`src/rtl/nn_zoom_in_if.sv`:
```
// ---------------------------------------------------------------------------
// nn_zoom_in_if
// Pixel stream bundle between the nearest-neighbour upscaler and whatever
// consumes its enlarged frame. A pixel moves on a rising clock edge where
// pix_valid and pix_ready are both high.
//
// Signals
//   pix_valid  master -> slave  pix_out and the frame flags are meaningful
//   pix_ready  slave  -> master consumer can take the current pixel
//   pix_out    master -> slave  pixel value, data_w bits
//   pix_sof    master -> slave  first pixel of the frame
//   pix_eol    master -> slave  last pixel of an output row
//   pix_eof    master -> slave  last pixel of the frame
//
// Modports
//   master  the upscaler side (drives data, samples ready)
//   slave   the consumer side (samples data, drives ready)
// ---------------------------------------------------------------------------
interface nn_zoom_in_if #(
  parameter int data_w = 8
);

  logic              pix_valid;
  logic              pix_ready;
  logic [data_w-1:0] pix_out;
  logic              pix_sof;
  logic              pix_eol;
  logic              pix_eof;

  modport master (
    output pix_valid,
    output pix_out,
    output pix_sof,
    output pix_eol,
    output pix_eof,
    input  pix_ready
  );

  modport slave (
    input  pix_valid,
    input  pix_out,
    input  pix_sof,
    input  pix_eol,
    input  pix_eof,
    output pix_ready
  );

endinterface

```
`src/rtl/nn_zoom_in.sv`:
```
// ---------------------------------------------------------------------------
// nn_zoom_in
// Nearest-neighbour upscaler. Holds one altura x largura source frame in a
// register buffer and, on start, streams the (altura*zoom_in) x
// (largura*zoom_in) enlarged frame in raster order. Every source pixel is
// repeated zoom_in times along a row and every source row is repeated
// zoom_in times down the frame.
//
// Parameters
//   largura  source width in pixels
//   altura   source height in pixels
//   zoom_in  integer replication factor, 1 or more
//   data_w   pixel width in bits
//
// Ports
//   clock    rising-edge clock for all state
//   reset    asynchronous, active-low reset (buffer contents are kept)
//   wr_en    source buffer write strobe, honoured only while idle
//   wr_addr  source index row*largura+col; indices past the frame are dropped
//   wr_data  source pixel value
//   start    launch one enlarged frame, sampled only while idle
//   busy     high from the accepted start until the last pixel is taken
//   done     one-cycle pulse following the edge that takes the last pixel
//   pix      pixel stream, master side (valid/ready, data, sof/eol/eof)
// ---------------------------------------------------------------------------
module nn_zoom_in #(
  parameter  int largura = 4,
  parameter  int altura  = 4,
  parameter  int zoom_in = 2,
  parameter  int data_w  = 8,
  localparam int AW      = (largura * altura > 1) ? $clog2(largura * altura) : 1
) (
  input  logic              clock,
  input  logic              reset,
  input  logic              wr_en,
  input  logic [AW-1:0]     wr_addr,
  input  logic [data_w-1:0] wr_data,
  input  logic              start,
  output logic              busy,
  output logic              done,
  nn_zoom_in_if.master      pix
);

  localparam int N_SRC = largura * altura;
  localparam int CW_C  = (largura > 1) ? $clog2(largura) : 1;
  localparam int CW_R  = (altura  > 1) ? $clog2(altura)  : 1;
  localparam int CW_Z  = (zoom_in > 1) ? $clog2(zoom_in) : 1;

  localparam logic [CW_C-1:0] C_LAST = CW_C'(largura - 1);
  localparam logic [CW_R-1:0] R_LAST = CW_R'(altura - 1);
  localparam logic [CW_Z-1:0] Z_LAST = CW_Z'(zoom_in - 1);
  localparam logic [AW-1:0]   LARG_V = AW'(largura);

  typedef enum logic {
    IDLE,
    RUN
  } state_t;

  state_t state;

  logic [data_w-1:0] pix_buf [N_SRC];

  logic [CW_C-1:0]   src_col;
  logic [CW_Z-1:0]   rep_col;
  logic [CW_R-1:0]   src_row;
  logic [CW_Z-1:0]   rep_row;
  logic              more;

  logic              valid_reg;
  logic [data_w-1:0] out_reg;
  logic              sof_reg;
  logic              eol_reg;
  logic              eof_reg;

  logic [AW-1:0]     rd_addr;
  logic              col_last;
  logic              row_last;
  logic              at_first;
  logic              addr_ok;
  logic              advance;

  assign pix.pix_valid = valid_reg;
  assign pix.pix_out   = out_reg;
  assign pix.pix_sof   = sof_reg;
  assign pix.pix_eol   = eol_reg;
  assign pix.pix_eof   = eof_reg;

  // When the source frame fills the whole address space every wr_addr is
  // legal; otherwise indices at or beyond the frame size are discarded.
  generate
    if (N_SRC == (1 << AW)) begin : g_full_range
      assign addr_ok = 1'b1;
    end else begin : g_part_range
      assign addr_ok = (wr_addr < AW'(N_SRC));
    end
  endgenerate

  // Source index of the pixel the counters currently point at. The column
  // and row replication counters stand in for the divide by zoom_in, so only
  // a constant multiply by the row pitch remains.
  always_comb begin
    rd_addr  = AW'(src_row) * LARG_V + AW'(src_col);
    col_last = (rep_col == Z_LAST) && (src_col == C_LAST);
    row_last = (rep_row == Z_LAST) && (src_row == R_LAST);
    at_first = (rep_col == '0) && (src_col == '0) &&
               (rep_row == '0) && (src_row == '0);
    advance  = (state == RUN) && (!valid_reg || pix.pix_ready);
  end

  // Source frame storage. It has no reset on purpose so a frame loaded once
  // survives a reset and can be streamed again. Writes are only accepted
  // while idle so a running frame never sees its source change underneath.
  always_ff @(posedge clock) begin
    if ((state == IDLE) && wr_en && addr_ok) begin
      pix_buf[wr_addr] <= wr_data;
    end
  end

  // Control FSM, raster counters and the output register. The output stage
  // loads a new pixel whenever it is empty or its current pixel is being
  // taken; 'more' records whether the eof pixel has been loaded yet, so the
  // handshake that takes the eof pixel is the one that closes the frame.
  always_ff @(posedge clock or negedge reset) begin
    if (!reset) begin
      state     <= IDLE;
      busy      <= 1'b0;
      done      <= 1'b0;
      src_col   <= '0;
      rep_col   <= '0;
      src_row   <= '0;
      rep_row   <= '0;
      more      <= 1'b0;
      valid_reg <= 1'b0;
      out_reg   <= '0;
      sof_reg   <= 1'b0;
      eol_reg   <= 1'b0;
      eof_reg   <= 1'b0;
    end else begin
      done <= 1'b0;
      case (state)
        IDLE: begin
          if (start) begin
            state   <= RUN;
            busy    <= 1'b1;
            more    <= 1'b1;
            src_col <= '0;
            rep_col <= '0;
            src_row <= '0;
            rep_row <= '0;
          end
        end

        RUN: begin
          if (advance) begin
            if (more) begin
              valid_reg <= 1'b1;
              out_reg   <= pix_buf[rd_addr];
              sof_reg   <= at_first;
              eol_reg   <= col_last;
              eof_reg   <= col_last && row_last;
              if (col_last && row_last) begin
                more <= 1'b0;
              end

              // Innermost to outermost: horizontal repeat, source column,
              // vertical repeat, source row.
              if (rep_col == Z_LAST) begin
                rep_col <= '0;
                if (src_col == C_LAST) begin
                  src_col <= '0;
                  if (rep_row == Z_LAST) begin
                    rep_row <= '0;
                    if (src_row == R_LAST) begin
                      src_row <= '0;
                    end else begin
                      src_row <= src_row + 1'b1;
                    end
                  end else begin
                    rep_row <= rep_row + 1'b1;
                  end
                end else begin
                  src_col <= src_col + 1'b1;
                end
              end else begin
                rep_col <= rep_col + 1'b1;
              end
            end else begin
              // The eof pixel is being taken and nothing is left to send.
              valid_reg <= 1'b0;
              sof_reg   <= 1'b0;
              eol_reg   <= 1'b0;
              eof_reg   <= 1'b0;
              done      <= 1'b1;
              busy      <= 1'b0;
              state     <= IDLE;
            end
          end
        end

        default: begin
          state <= IDLE;
        end
      endcase
    end
  end

endmodule
```
`src/flat_wrapper.sv`:
```
// flat-port wrapper written by rule: the top's interface ports become plain ports
module nn_zoom_in_flat 
#(
  parameter  int largura = 4,
  parameter  int altura  = 4,
  parameter  int zoom_in = 2,
  parameter  int data_w  = 8,
  localparam int AW      = (largura * altura > 1) ? $clog2(largura * altura) : 1
)
  (clock, reset, wr_en, wr_addr, wr_data, start, busy, done, pix_pix_valid, pix_pix_out, pix_pix_sof, pix_pix_eol, pix_pix_eof, pix_pix_ready);
  nn_zoom_in_if #(.data_w(data_w)) pix_i ();
  input  logic clock;
  input  logic reset;
  input  logic wr_en;
  input  logic [AW-1:0] wr_addr;
  input  logic [data_w-1:0] wr_data;
  input  logic start;
  output logic busy;
  output logic done;
  output wire logic [$bits(pix_i.pix_valid)-1:0] pix_pix_valid;
  output wire logic [$bits(pix_i.pix_out)-1:0] pix_pix_out;
  output wire logic [$bits(pix_i.pix_sof)-1:0] pix_pix_sof;
  output wire logic [$bits(pix_i.pix_eol)-1:0] pix_pix_eol;
  output wire logic [$bits(pix_i.pix_eof)-1:0] pix_pix_eof;
  input wire logic [$bits(pix_i.pix_ready)-1:0] pix_pix_ready;
  assign pix_pix_valid = pix_i.pix_valid;
  assign pix_pix_out = pix_i.pix_out;
  assign pix_pix_sof = pix_i.pix_sof;
  assign pix_pix_eol = pix_i.pix_eol;
  assign pix_pix_eof = pix_i.pix_eof;
  assign pix_i.pix_ready = pix_pix_ready;
  nn_zoom_in #(.largura(largura), .altura(altura), .zoom_in(zoom_in), .data_w(data_w)) u_core (.clock(clock), .reset(reset), .wr_en(wr_en), .wr_addr(wr_addr), .wr_data(wr_data), .start(start), .busy(busy), .done(done), .pix(pix_i));
endmodule
```
`config.mk`:
```
export PLATFORM = sky130hd
export DESIGN_NAME = nn_zoom_in_flat
export DESIGN_NICKNAME = d
export VERILOG_FILES = /design/src/rtl/nn_zoom_in_if.sv /design/src/rtl/nn_zoom_in.sv /design/src/flat_wrapper.sv
export SDC_FILE = /design/constraint.sdc
export NUM_CORES = 1
export LEC_CHECK = 0
export CORE_MARGIN = 2
export CORE_UTILIZATION = 56
export CTS_CLUSTER_DIAMETER = 30
export DETAILED_ROUTE_END_ITERATION = 16
export DONT_BUFFER_PORTS = 1
export PLACE_DENSITY_LB_ADDON = 0.15
export RECOVER_POWER = 25
export SETUP_SLACK_MARGIN = 0.3
export SYNTH_ARGS = -nofsm -noshare
export SYNTH_HDL_FRONTEND = slang
export SYNTH_SLANG_ARGS = --single-unit
```
`constraint.sdc`:
```
create_clock -name clock -period 2.3 [get_ports clock]
set_input_delay 0.345 -clock clock [delete_from_list [all_inputs] [get_ports clock]]
set_output_delay 0.345 -clock clock [all_outputs]
set_load 0.01 [all_outputs]
```
==> Implementation_results.wiki <==
{| class="wikitable"
! Metric !! Value
|-
| Status || completed
|-
| Number of remaining DRC errors || 0
|-
| # diodes || 0
|-
| Cell accounting for the most synthesized area || edfxtp_1
|-
| Final-report setup violation count || 0
|-
| Antenna violations before repair || 0
|-
| Share of the core filled with cells in the final layout || between 60% and 70%
|-
| TritonCTS buffer count || 17
|-
| Highest achievable clock rate || around 0.54 GHz
|-
| Port Buffer Count || 0
|-
| Final weighted congestion in routability-driven placement || around 0.82
|-
| Share of synthesized cell area in and, or, nand and nor gates || 8.424%
|-
| Area of placed instances || 6213 um^2
|-
| Number of filler cells placed in the layout || 685
|-
| Total number of vias || 3134
|-
| Total congestion overflow || 0
|-
| Core region area || 10320 um^2
|-
| Site Rows || 37
|-
| Portion of netlist area occupied by mux cells || 13.31%
|-
| Synthesized instance count || 329
|-
| Clock tree skew after final layout || 4.348 ps
|-
| Final hold violation count || 0
|-
| WL final || about 12000 um
|-
| Flip-flop and latch count after synthesis || 150
|-
| Fraction of the mapped netlist area in adder cells || less than 1%
|-
| Prevailing post-synth register cell || edfxtp_1
|-
| Mean number of vias per cell || 6.133
|-
| TritonCTS clock tree || yes
|-
| Required time at the worst-slack endpoint || 2750 ps
|-
| Max-cap viol count || 0
|-
| Synthesized area || 5971 um^2
|-
| Class of the tightest hold or removal check || primary input to flip-flop
|-
| Root Buffer || clkbuf_8
|-
| DPL Wire Length || 7301 um
|-
| Average footprint of a synthesized cell || 18.15 um^2
|-
| Post-route antenna net violation count || 0
|-
| Area of the die || 11500 um^2
|-
| Clock insertion delay at the later pin of the skew report || 520 ps
|-
| Element type at the critical path end || flip-flop
|-
| CP Max Fanout || 13
|-
| Complex-gate fraction of the synthesized area || 1.697%
|-
| Post-synth EDFFs || 128
|-
| RSZ-0062 raised after global routing || false
|-
| Clock transition at the registers of the reported paths || about 60 ps
|-
| Tightest hold margin || roughly 64 ps
|-
| Total GRT Usage || 22.69%
|-
| IO Pins || 31
|-
| Detailed-route wire length per cell || 22.89 um
|-
| Horizontal die dimension || roughly 110 um
|-
| Number of sinks on the clock net || 150
|-
| Net count after synthesis || 350
|-
| YS warnings || 0
|-
| Library cell with the highest instance count after synthesis || edfxtp_1
|-
| Fraction of synthesis flops using an asynchronous set or reset pin || 14.67%
|-
| Vias in the first global route || around 3200
|-
| Final worst setup slack || 441.6 ps
|-
| H-tree depth reported by CTS || 4
|-
| Critical path start-end classification || flip-flop to flip-flop
|-
| CP arrival || 2310 ps
|-
| Leading cell types by total area after synthesis || edfxtp_1 (64%), dfrtp_1 (9.2%), mux4_2 (7.2%)
|-
| Power density over the cells || between 1000 and 1500 nW/um^2
|-
| Startpoint kind of the worst setup timing path || flip-flop
|-
| Fin nets || 384
|-
| First-pass GRT wire length || 18270 um
|-
| Cell leakage power || 2.338 nW
|-
| Area growth from synthesis to final layout || 15.40%
|-
| Maximum resistive drop on vdd || 0.6728 mV
|-
| Finished Cell Area || 6890 um^2
|-
| Part of the cycle the worst path needs || 80.80%
|-
| Worst relative slew slack || 26.43%
|-
| Number of buffers on the longest clock path || 2
|-
| Starting density of the core || 57.84%
|-
| Clock period minus worst slack || between 1500 and 2000 ps
|-
| Router iterations before antenna repair || 4
|-
| Die height || 107.3 um
|-
| Worst-margin pin slew || 1100 ps
|-
| Most instantiated cells after synthesis || edfxtp_1 (128), nor2_1 (32), dfrtp_1 (22)
|-
| Post-placement worst setup slack || 311.2 ps
|-
| Initial DRC count || 231
|-
| Maximum number of pins on one net before global-route repair || 37
|-
| Max Slew Vio Count || 0
|-
| Portion of the post-synthesis area used by sequential elements || roughly three quarters
|-
| Final setup TNS || 0 ps
|-
| Count of unique library cells instantiated by Yosys || 35
|-
| Ratio of cells with drive above 1 in the final layout || 19.47%
|-
| Dominant combinational cell family by area after synthesis || multiplexers
|-
| Buffer count from post-CTS setup fixing || 0
|-
| Fraction of synthesized cell area taken by the top area cell type || 64.38%
|-
| Post-synthesis xor/xnor area fraction || 0%
|}
## timing repair
action / in CTS / in global routing
endpoints found under the setup margin: 1 / 0
gates resized for setup: 1 / 0
hold endpoints to repair: 151 / 0
hold buffers: 10 / 0
## path summary, 6_finish.rpt
kind | cells after the start | slack [ps] | start | end
setup / recovery | 4 | 440 | u_core.state$_DFF_PN0_ | u_core.pix.pix_out[5]$_DFFE_PN0P_
hold / removal | 2 | 60 | start | u_core.busy$_DFFE_PN0P_
setup reg to reg | 4 | 440 | u_core.state$_DFF_PN0_ | u_core.pix.pix_out[5]$_DFFE_PN0P_
hold reg to reg | 1 | 520 | u_core.rep_row$_DFFE_PN0P_ | u_core.rep_row$_DFFE_PN0P_
max in group asynchronous | 1 | 1090 | reset | u_core.src_col[0]$_DFFE_PN0P_
min in group asynchronous | 1 | 480 | reset | u_core.pix.pix_valid$_DFFE_PN0P_
## kinds of logic (layout without fill, tap and decap cells)
family	Yosys count	in the layout
flops	150	150
fa+ha+maj	4	4
buf+inv	20	66
mux	36	36
simple gates	103	103
compound gates	16	16
## worst max-delay path, cell delays in order, from the launching register on
cell	delay (ps)
dfrtp_1	550
and2_2	280
nand2_2	200
or4_1	630
nand4_1	110
## power by group
part	internal, mW	switching, mW	total, mW
Clock	1.64	1.04	2.68
Sequential	3.10	0.201	3.30
Combinational	0.633	0.677	1.31
## through the flow
step           power [mW]  std cells
6_report            7.293        511
5_1_grt             7.579        511
3_5_place_dp        4.628        470
2_1_floorplan       4.348        329
4_1_cts             7.357        511
3_3_place_gp        4.609        470
## layer usage
layer  up-vias  wire length (um)  GRT usage, %
li1       1381                 -             -
met1      1617              5124         32.18
met5         -                 0             0
met3        20               731         5.569
met2       116              5622         34.67
met4         0               216         8.442
## state kept, by name, summed over array words and instances (netlist names)
name	flops
u_core.src_col	2
u_core.busy	1
u_core.state	1
u_core.pix.pix_eof	1
u_core.more	1
u_core.pix.pix_eol	1
u_core.rep_row	1
u_core.done	1
u_core.rep_col	1
u_core.pix_buf	128
u_core.pix.pix_out	8
u_core.src_row	2
u_core.pix.pix_valid	1
u_core.pix.pix_sof	1
## layout by cell type (no fill, tap or decap), drive strengths merged, types with 4 or more instances in the layout
| master | Yosys | layout |
|---|---|---|
| a31oi | 4 | 4 |
| and2 | 4 | 4 |
| buf | 11 | 20 |
| clkbuf | 4 | 18 |
| clkinv | 0 | 5 |
| dfrtp | 22 | 22 |
| dlygate4sd3 | 0 | 10 |
| edfxtp | 128 | 128 |
| ha | 4 | 4 |
| inv | 5 | 7 |
| mux2i | 4 | 4 |
| mux4 | 31 | 31 |
| nand2 | 19 | 19 |
| nand2b | 5 | 5 |
| nand3 | 19 | 19 |
| nand4 | 8 | 8 |
| nor2 | 32 | 32 |
| nor3 | 5 | 5 |
| o21ai | 6 | 6 |
| or4 | 5 | 5 |
## layout make-up
type                    instances  area [um^2]  share of cell area, %
clock buffers                  18        417.9                  6.065
multi-input cells             159         1456                  21.14
clock inverters                13        156.4                  2.270
flip-flops and latches        150         4395                  63.79
well taps                     136        170.2                  2.470
inverters                       5        18.77                 0.2724
repair buffers                 30        275.3                  3.995
(Power assumes the default switching activity.)
